==> src/rtl/omp_ctrl.sv <==
// OMP iteration sequencer: drives argmax (A), MGS (B) and back-substitution (C)
// blocks, keeps the selected support set and guards every wait with a watchdog.
module omp_ctrl #(
    parameter int MAX_ITER = 32,
    parameter int TIMEOUT  = 4096
) (
    input  logic       clk,
    input  logic       rst_n,
    input  logic       start,
    input  logic [5:0] K_target,
    input  logic [2:0] M_limit_in,
    output logic       start_a,
    input  logic       done_a,
    input  logic [5:0] lambda_a,
    output logic       start_b,
    input  logic       done_b,
    output logic [5:0] lambda,
    output logic [4:0] current_i,
    output logic [2:0] M_limit,
    output logic       start_c,
    input  logic       done_c,
    input  logic [4:0] supp_rd_addr,
    output logic [5:0] supp_rd_data,
    output logic [5:0] n_support,
    output logic       busy,
    output logic       done,
    output logic       early_stop,
    output logic       timeout_err
);

    typedef enum logic [3:0] {
        IDLE, A_ST, A_WT, CHK, B_ST, B_WT, NXT, C_ST, C_WT, FIN, ERR
    } state_t;

    state_t      r_state;
    state_t      w_next;
    logic [5:0]  r_keff;
    logic [5:0]  r_i;
    logic [5:0]  r_lambda;
    logic [5:0]  r_n;
    logic [2:0]  r_mlim;
    logic        r_es;
    logic        r_to;
    logic [15:0] r_wd;
    logic [5:0]  r_supp [32];

    logic [5:0]  w_keff;
    logic        w_hit;
    logic        w_wd_exp;
    logic        w_in_wt;

    assign w_keff = (K_target > 6'(MAX_ITER)) ? 6'(MAX_ITER) : K_target;
    assign w_wd_exp = (r_wd == 16'(TIMEOUT - 1));
    assign w_in_wt = (r_state == A_WT) || (r_state == B_WT) ||
                     (r_state == C_WT);

    // Entries at or beyond n_support are stale and must never match.
    always_comb begin
        w_hit = 1'b0;
        for (int j = 0; j < 32; j++) begin
            if ((6'(j) < r_n) && (r_supp[j] == r_lambda)) begin
                w_hit = 1'b1;
            end
        end
    end

    always_comb begin
        w_next = r_state;
        unique case (r_state)
            IDLE: begin
                if (start) begin
                    w_next = (w_keff == 6'd0) ? FIN : A_ST;
                end
            end
            A_ST: w_next = A_WT;
            A_WT: begin
                if (done_a) w_next = CHK;
                else if (w_wd_exp) w_next = ERR;
            end
            CHK:  w_next = w_hit ? C_ST : B_ST;
            B_ST: w_next = B_WT;
            B_WT: begin
                if (done_b) w_next = NXT;
                else if (w_wd_exp) w_next = ERR;
            end
            NXT:  w_next = ((r_i + 6'd1) == r_keff) ? C_ST : A_ST;
            C_ST: w_next = C_WT;
            C_WT: begin
                if (done_c) w_next = FIN;
                else if (w_wd_exp) w_next = ERR;
            end
            FIN:  w_next = IDLE;
            ERR:  w_next = IDLE;
            default: w_next = IDLE;
        endcase
    end

    always_ff @(posedge clk or negedge rst_n) begin
        if (!rst_n) begin
            r_state  <= IDLE;
            r_keff   <= 6'd0;
            r_i      <= 6'd0;
            r_lambda <= 6'd0;
            r_n      <= 6'd0;
            r_mlim   <= 3'd0;
            r_es     <= 1'b0;
            r_to     <= 1'b0;
            r_wd     <= 16'd0;
        end else begin
            r_state <= w_next;
            if ((r_state == IDLE) && start) begin
                r_keff <= w_keff;
                r_mlim <= M_limit_in;
                r_i    <= 6'd0;
                r_n    <= 6'd0;
                r_es   <= 1'b0;
                r_to   <= 1'b0;
            end
            if ((r_state == A_WT) && done_a) begin
                r_lambda <= lambda_a;
            end
            if (r_state == CHK) begin
                if (w_hit) r_es <= 1'b1;
                else r_n <= r_n + 6'd1;
            end
            if (r_state == NXT) begin
                r_i <= r_i + 6'd1;
            end
            if (w_next == ERR) begin
                r_to <= 1'b1;
            end
            r_wd <= w_in_wt ? r_wd + 16'd1 : 16'd0;
        end
    end

    always_ff @(posedge clk) begin
        if ((r_state == CHK) && !w_hit) begin
            r_supp[r_i[4:0]] <= r_lambda;
        end
    end

    assign start_a      = (r_state == A_ST);
    assign start_b      = (r_state == B_ST);
    assign start_c      = (r_state == C_ST);
    assign done         = (r_state == FIN) || (r_state == ERR);
    assign busy         = (r_state != IDLE) && !done;
    assign lambda       = r_lambda;
    assign current_i    = r_i[4:0];
    assign M_limit      = r_mlim;
    assign n_support    = r_n;
    assign early_stop   = r_es;
    assign timeout_err  = r_to;
    assign supp_rd_data = r_supp[supp_rd_addr];

endmodule
==> config.mk <==
export PLATFORM = sky130hd
export DESIGN_NAME = omp_ctrl
export DESIGN_NICKNAME = d
export VERILOG_FILES = /design/src/rtl/omp_ctrl.sv
export SDC_FILE = /design/constraint.sdc
export NUM_CORES = 1
export LEC_CHECK = 0
export CAP_MARGIN = 20
export CORE_ASPECT_RATIO = 1.1
export CORE_MARGIN = 2
export CORE_UTILIZATION = 54
export CTS_CLUSTER_DIAMETER = 50
export DETAILED_ROUTE_END_ITERATION = 8
export DONT_BUFFER_PORTS = 1
export PLACE_DENSITY = 0.74
export SLEW_MARGIN = 5
export SYNTH_ARGS = -nofsm -noshare
export SYNTH_HDL_FRONTEND = slang
export SYNTH_SLANG_ARGS = --single-unit
==> constraint.sdc <==
create_clock -name clk -period 5.7 [get_ports clk]
set_input_delay 1.14 -clock clk [delete_from_list [all_inputs] [get_ports clk]]
set_output_delay 1.14 -clock clk [all_outputs]
set_load 0.005 [all_outputs]
Yosys cells after proc, flatten, opt, wreduce, memory -nomap -nowiden
Memories as Yosys holds them, arrays and structs flattened.
Cells that the tools add are included.
- register bits after elaboration: 49
- memory bits (writable): 192
- bits of input ports: 26
- memories kept: 1
- add/sub/neg operators: 3
- magnitude comparators: 33
- eq/ne operators: 45
- mux-type cells: 55
- reduce and logical (&&, ||, !) cells: 46
- memory list (memory ; words ; bits a word ; read ports ; clocked after memory_dff ; write ports ; line ; RTL):
    r_supp ; 32 ; 6 ; 33 ; 0 ; 1 ; 45 ; logic [5:0] r_supp [32];
- operator list (kind ; number):
    $eq 6x6->1 ; 33
    $lt 5x6->1 const A ; 16
    $lt 4x6->1 const A ; 8
    $mux 1 ; 39
    $logic_and 1x1->1 ; 36
    $mux 6 ; 6
    $pmux 4 s9 ; 1
    $lt 3x6->1 const A ; 4
    $mux 4 ; 6
    $add 16x1->16 const B ; 1
    $eq 16x12->1 const B ; 1
    $eq 4x3->1 const B ; 4
    $eq 4x4->1 const B ; 4
    $mux 16 ; 1
    $add 6x1->6 const B ; 2
    $lt 1x6->1 const A ; 2
    $lt 2x6->1 const A ; 2
    $eq 4x2->1 const B ; 2
    $gt 6x6->1 const B ; 1
    $logic_not 6->1 ; 1
    $eq 4x1->1 const B ; 1
    $logic_not 4->1 ; 1
    $reduce_bool 2->1 ; 2
    $reduce_bool 4->1 ; 1
    other kinds (4) ; 7

Logic depth before layout (Yosys ltp)
- word-level depth: 38
- gate-level depth with buffers: 12

Worst setup path before layout
OpenSTA, ideal clock, no wires.
- kind: input to output
- start point: input port supp_rd_addr[0]
- end point: output port supp_rd_data[0]
- arrival time: 3.236 ns
- slack: 1.324 ns
- stages: 5
- path buffers: 2
- cell sequence: buf_2 > buf_1 > mux4_2 > mux4_2 > mux2_2
- word-level cells in the longest chain between the ends: 1
- ends and longest elaborated chain (element ; line ; RTL):
    start, declared ; 22 ; input logic [4:0] supp_rd_addr,
    $mem_v2 32x6 ; -- ;
    end, declared ; 23 ; output logic [5:0] supp_rd_data,
Every way passes these cells.

Final worst setup path
- start point: register r_n[1], in the netlist n_support[1]
- end point: memory r_supp[3][3], enable pin
- word-level cells in the longest chain between the ends: 38
- elaborated cells on any way between the ends: 100
- those cells by class: 32 x order compare; 34 x mux; 34 x reduce/logical
- ends and longest elaborated chain (element ; line ; RTL):
    start, declared ; 40 ; logic [5:0] r_n;
    start signal, assigned ; 124 ; else r_n <= r_n + 6'd1;
    $lt 1x6->1 ; 61 ; if ((6'(j) < r_n) && (r_supp[j] == r_lambda)) begin
    $logic_and 1x1->1 ; 61 ;
    $mux 1 (31 in series) ; 61 ;
    $mux 1 (*) ; 61 ;
    $logic_not 1->1 (*) ; 137 ; if ((r_state == CHK) && !w_hit) begin
    $logic_and 1x1->1 (*) ; 137 ;
    $mux 1 (*) ; 137 ;
    $mux 1 (implied by the code) (*) ; 138 ; r_supp[r_i[4:0]] <= r_lambda;
    end, declared ; 45 ;
Mark *: on every way between the ends. The rest lies on a longest branch, timed or not.

==> impl_results.md <==
* Setup slack, reg-to-reg at approximately 1700 ps
* Gpl congestion at about 0.90
* Clock Tree Buf Depth at 3
* Vias in the first global route at 7,788
* Required time of the critical path at around 5900 ps
* DRT Wirelength at ~32,000 µm
* Most used DFF post-synth: edfxtp_1
* Height of the die at 165.2 µm
* Port Buffer Count at 0
* Grt total ovfl at 0
* Mapped Nets at 955
* Netlist Area Pre-Place at around 13,000 µm²
* First-pass GRT wire length at 48,200 µm
* Yosys top cell area share at 45.18%
* Critical Path End Type: flop
* Vias per cell at approximately 6.4
* Number of synthesized flops with an enable pin at approximately 190
* Die area at 24,880 µm²
* Worst-margin pin slew at 875.4 ps
* Register-to-Register Path Depth at 11
* Max-cap violations at 0
* RSZ-0062 raised after global routing: false
* Antenna Nets Post-Route at 0
* Antenna violations before repair at 1
* Max IR drop VDD at between 0.4 and 0.5 mV
* Worst setup path class: reg -> reg
* Core area at roughly 23,000 µm²
* Number of placement rows at 59
* Cells after Synth at ~920
* Critical path arrival at between 4000 and 5000 ps
* H-tree levels at 1
* 1st-iter DRT viols at roughly 820
* Worst relative slew slack at between 40% and 50%
* Fill cells at approximately 1,800
* Aggregate global-route resource usage at a little over a quarter
* Initial Util at a little over half
* RR Startpoint: n_support[1]
* Peak Freq at roughly 250 MHz
* Top post-synthesis cells by area: edfxtp_1, mux4_2, dfrtp_1
* # DRC at 0
* Startpoint Class: flop
* Die Width at roughly 150 µm
* Final Util at between 50 and 60%
* Outcome: completed
* # resized after CTS at 0
* R2R Path End: r_supp[3][3]
* Post-synth cell types at 53
* Crit-path max FO at 19
* Number of primary I/O pins at 59
* Area Overhead vs Synth at 8.461%
* Async SR Flop Fraction at slightly above 20%
* Seq/Total Area, Yosys at about 55%
* Count leader, synth: edfxtp_1
* Num CTS Buffers at 27
* Hold Crit Class: in -> async
* Via count at 7,828
* Largest net degree at the start of global routing at 50
* HPWL Detailed at 22,070 µm
* Hold_buf cts at 0
* Pwr Density at between 400 and 500 nW/µm²
* Worst-path clk slew at roughly 60 ps
* Leak Pwr at between 4 and 5 nW
* Diode count at 0
* End of the critical path: r_supp[3][3]
* Cell taking the most area after synthesis: edfxtp_1
* Setup TNS at 0 ps
* Yosys reg bits at between 200 and 250
* Layout Skew at between 10 and 15 ps
* Root Buffer: clkbuf_16
* CTS tree: built
* Postcts setup bufs at 0
* Average size of a mapped cell at roughly 14 µm²
* Final Hold Viols at 0
* Setup-failing EPs final at 0
* Post-layout min period at around 4000 ps
* Drt pass-1 iters at 5
* Final Max Slew Viols at 0
* Synth warn at 0
* Final net count at roughly 940
* Setup crit start: n_support[1]
* Clock Sink Count at 241
* Worst skew pair latency at around 540 ps
* Synth top cells by count: edfxtp_1, xnor2_1, xor2_1, mux4_2, dfrtp_1
* Avg WL per Cell at between 20 and 30 µm
* Layout cells sized above 1 at between 15 and 20%
* Final cycle utilization of the critical path at between 60 and 70%
## worst min-delay path by stage
stage	cells past startpoint	to	slack [ps]	from
after floorplan	1	r_wd[0]	450	r_wd[0]
after global placement	1	r_wd[0]	480	r_wd[0]
after detailed placement	1	r_wd[0]	490	r_wd[0]
after CTS	0	r_wd[3]	270	rst_n
after global routing	0	r_wd[2]	270	rst_n
final	0	r_wd[14]	290	rst_n
## final cells by class
type | count | area, µm² | share of cell area, %
flip-flops and latches | 241 | 6999 | 50.57
well taps | 305 | 381.6 | 2.757
repair buffers | 20 | 175.2 | 1.265
inverters | 10 | 37.54 | 0.2712
clock inverters | 18 | 237.7 | 1.717
multi-input cells | 605 | 5324 | 38.46
clock buffers | 30 | 686.9 | 4.962
## logic make-up after synthesis
kind of cell | after synthesis | share of synthesized area [%]
simple gates | 241 | 10.65
flops | 241 | 54.78
xor+xnor | 217 | 14.89
mux | 81 | 12.39
buf+inv | 75 | 3.500
compound gates | 58 | 3.000
fa+ha+maj | 8 | 0.7843
## placed cells by master (no fill, tap or decap), types with 5 or more instances in the layout
| master | count |
|---|---|
| a2111oi_0 | 5 |
| a21oi_1 | 12 |
| and3_1 | 43 |
| buf_4 | 18 |
| bufinv_16 | 5 |
| clkbuf_16 | 27 |
| clkinv_2 | 5 |
| dfrtp_1 | 43 |
| dfrtp_2 | 6 |
| edfxtp_1 | 192 |
| ha_1 | 8 |
| inv_1 | 10 |
| mux2_2 | 16 |
| mux2i_1 | 5 |
| mux4_2 | 60 |
| nand2_1 | 31 |
| nand2b_1 | 12 |
| nand3_1 | 27 |
| nand4_1 | 27 |
| nor2_1 | 32 |
| nor3_1 | 16 |
| nor4_1 | 24 |
| o211ai_1 | 6 |
| o21ai_0 | 17 |
| xnor2_1 | 131 |
| xor2_1 | 86 |
## worst max-delay path, cell delays in order, from the launching register on
cell and delay, ps:
dfrtp_1 610, inv_1 230, ha_1 300, and3b_1 240, o211ai_1 170, nor4_1 70
nor4_1 410, nand4_1 210, nor4_4 570, and2_1 220, buf_4 250, and3_1 380
## power breakdown
part	total (W)	switching, W	internal [W]	leakage, nW
Combinational	0.00170	0.00101	0.000692	1.96
Clock	0.00180	0.000703	0.00110	0.458
Sequential	0.00253	0.000318	0.00221	2.38
Total	0.00604	0.00203	0.00401	4.79
## state kept, by name, summed over array words and instances, names as in the netlist
register / flops
M_limit: 3
early_stop: 1
lambda: 6
n_support: 6
r_i: 6
r_keff: 6
r_state: 4
r_supp: 192
r_wd: 16
timeout_err: 1
## layer usage
| layer | vias to the layer above | share of wire [%] | track usage (%) |
|---|---|---|---|
| met2 | 444 | 48 | 42.38 |
| met5 | - | 0.041 | 0 |
| met4 | 2 | 4.1 | 10.66 |
| li1 | 3412 | - | - |
| met1 | 3882 | 38 | 34.31 |
| met3 | 88 | 10 | 7.033 |
## stage by stage
stage               cell area (µm²)  worst slack [ps]  hold WS [ps]  cells  power, W
global placement              12910              1895         478.9   1180  0.004223
finish                        13840              1716         287.0   1229  0.006038
CTS                           13840              1810         272.7   1229  0.006056
global route                  13840              1545         272.9   1229  0.006313
detailed placement            12920              1856         485.2   1181  0.004264
floorplan                     12760              1324         447.9    921  0.003797
Note: power is estimated with default switching activity, not from simulation.
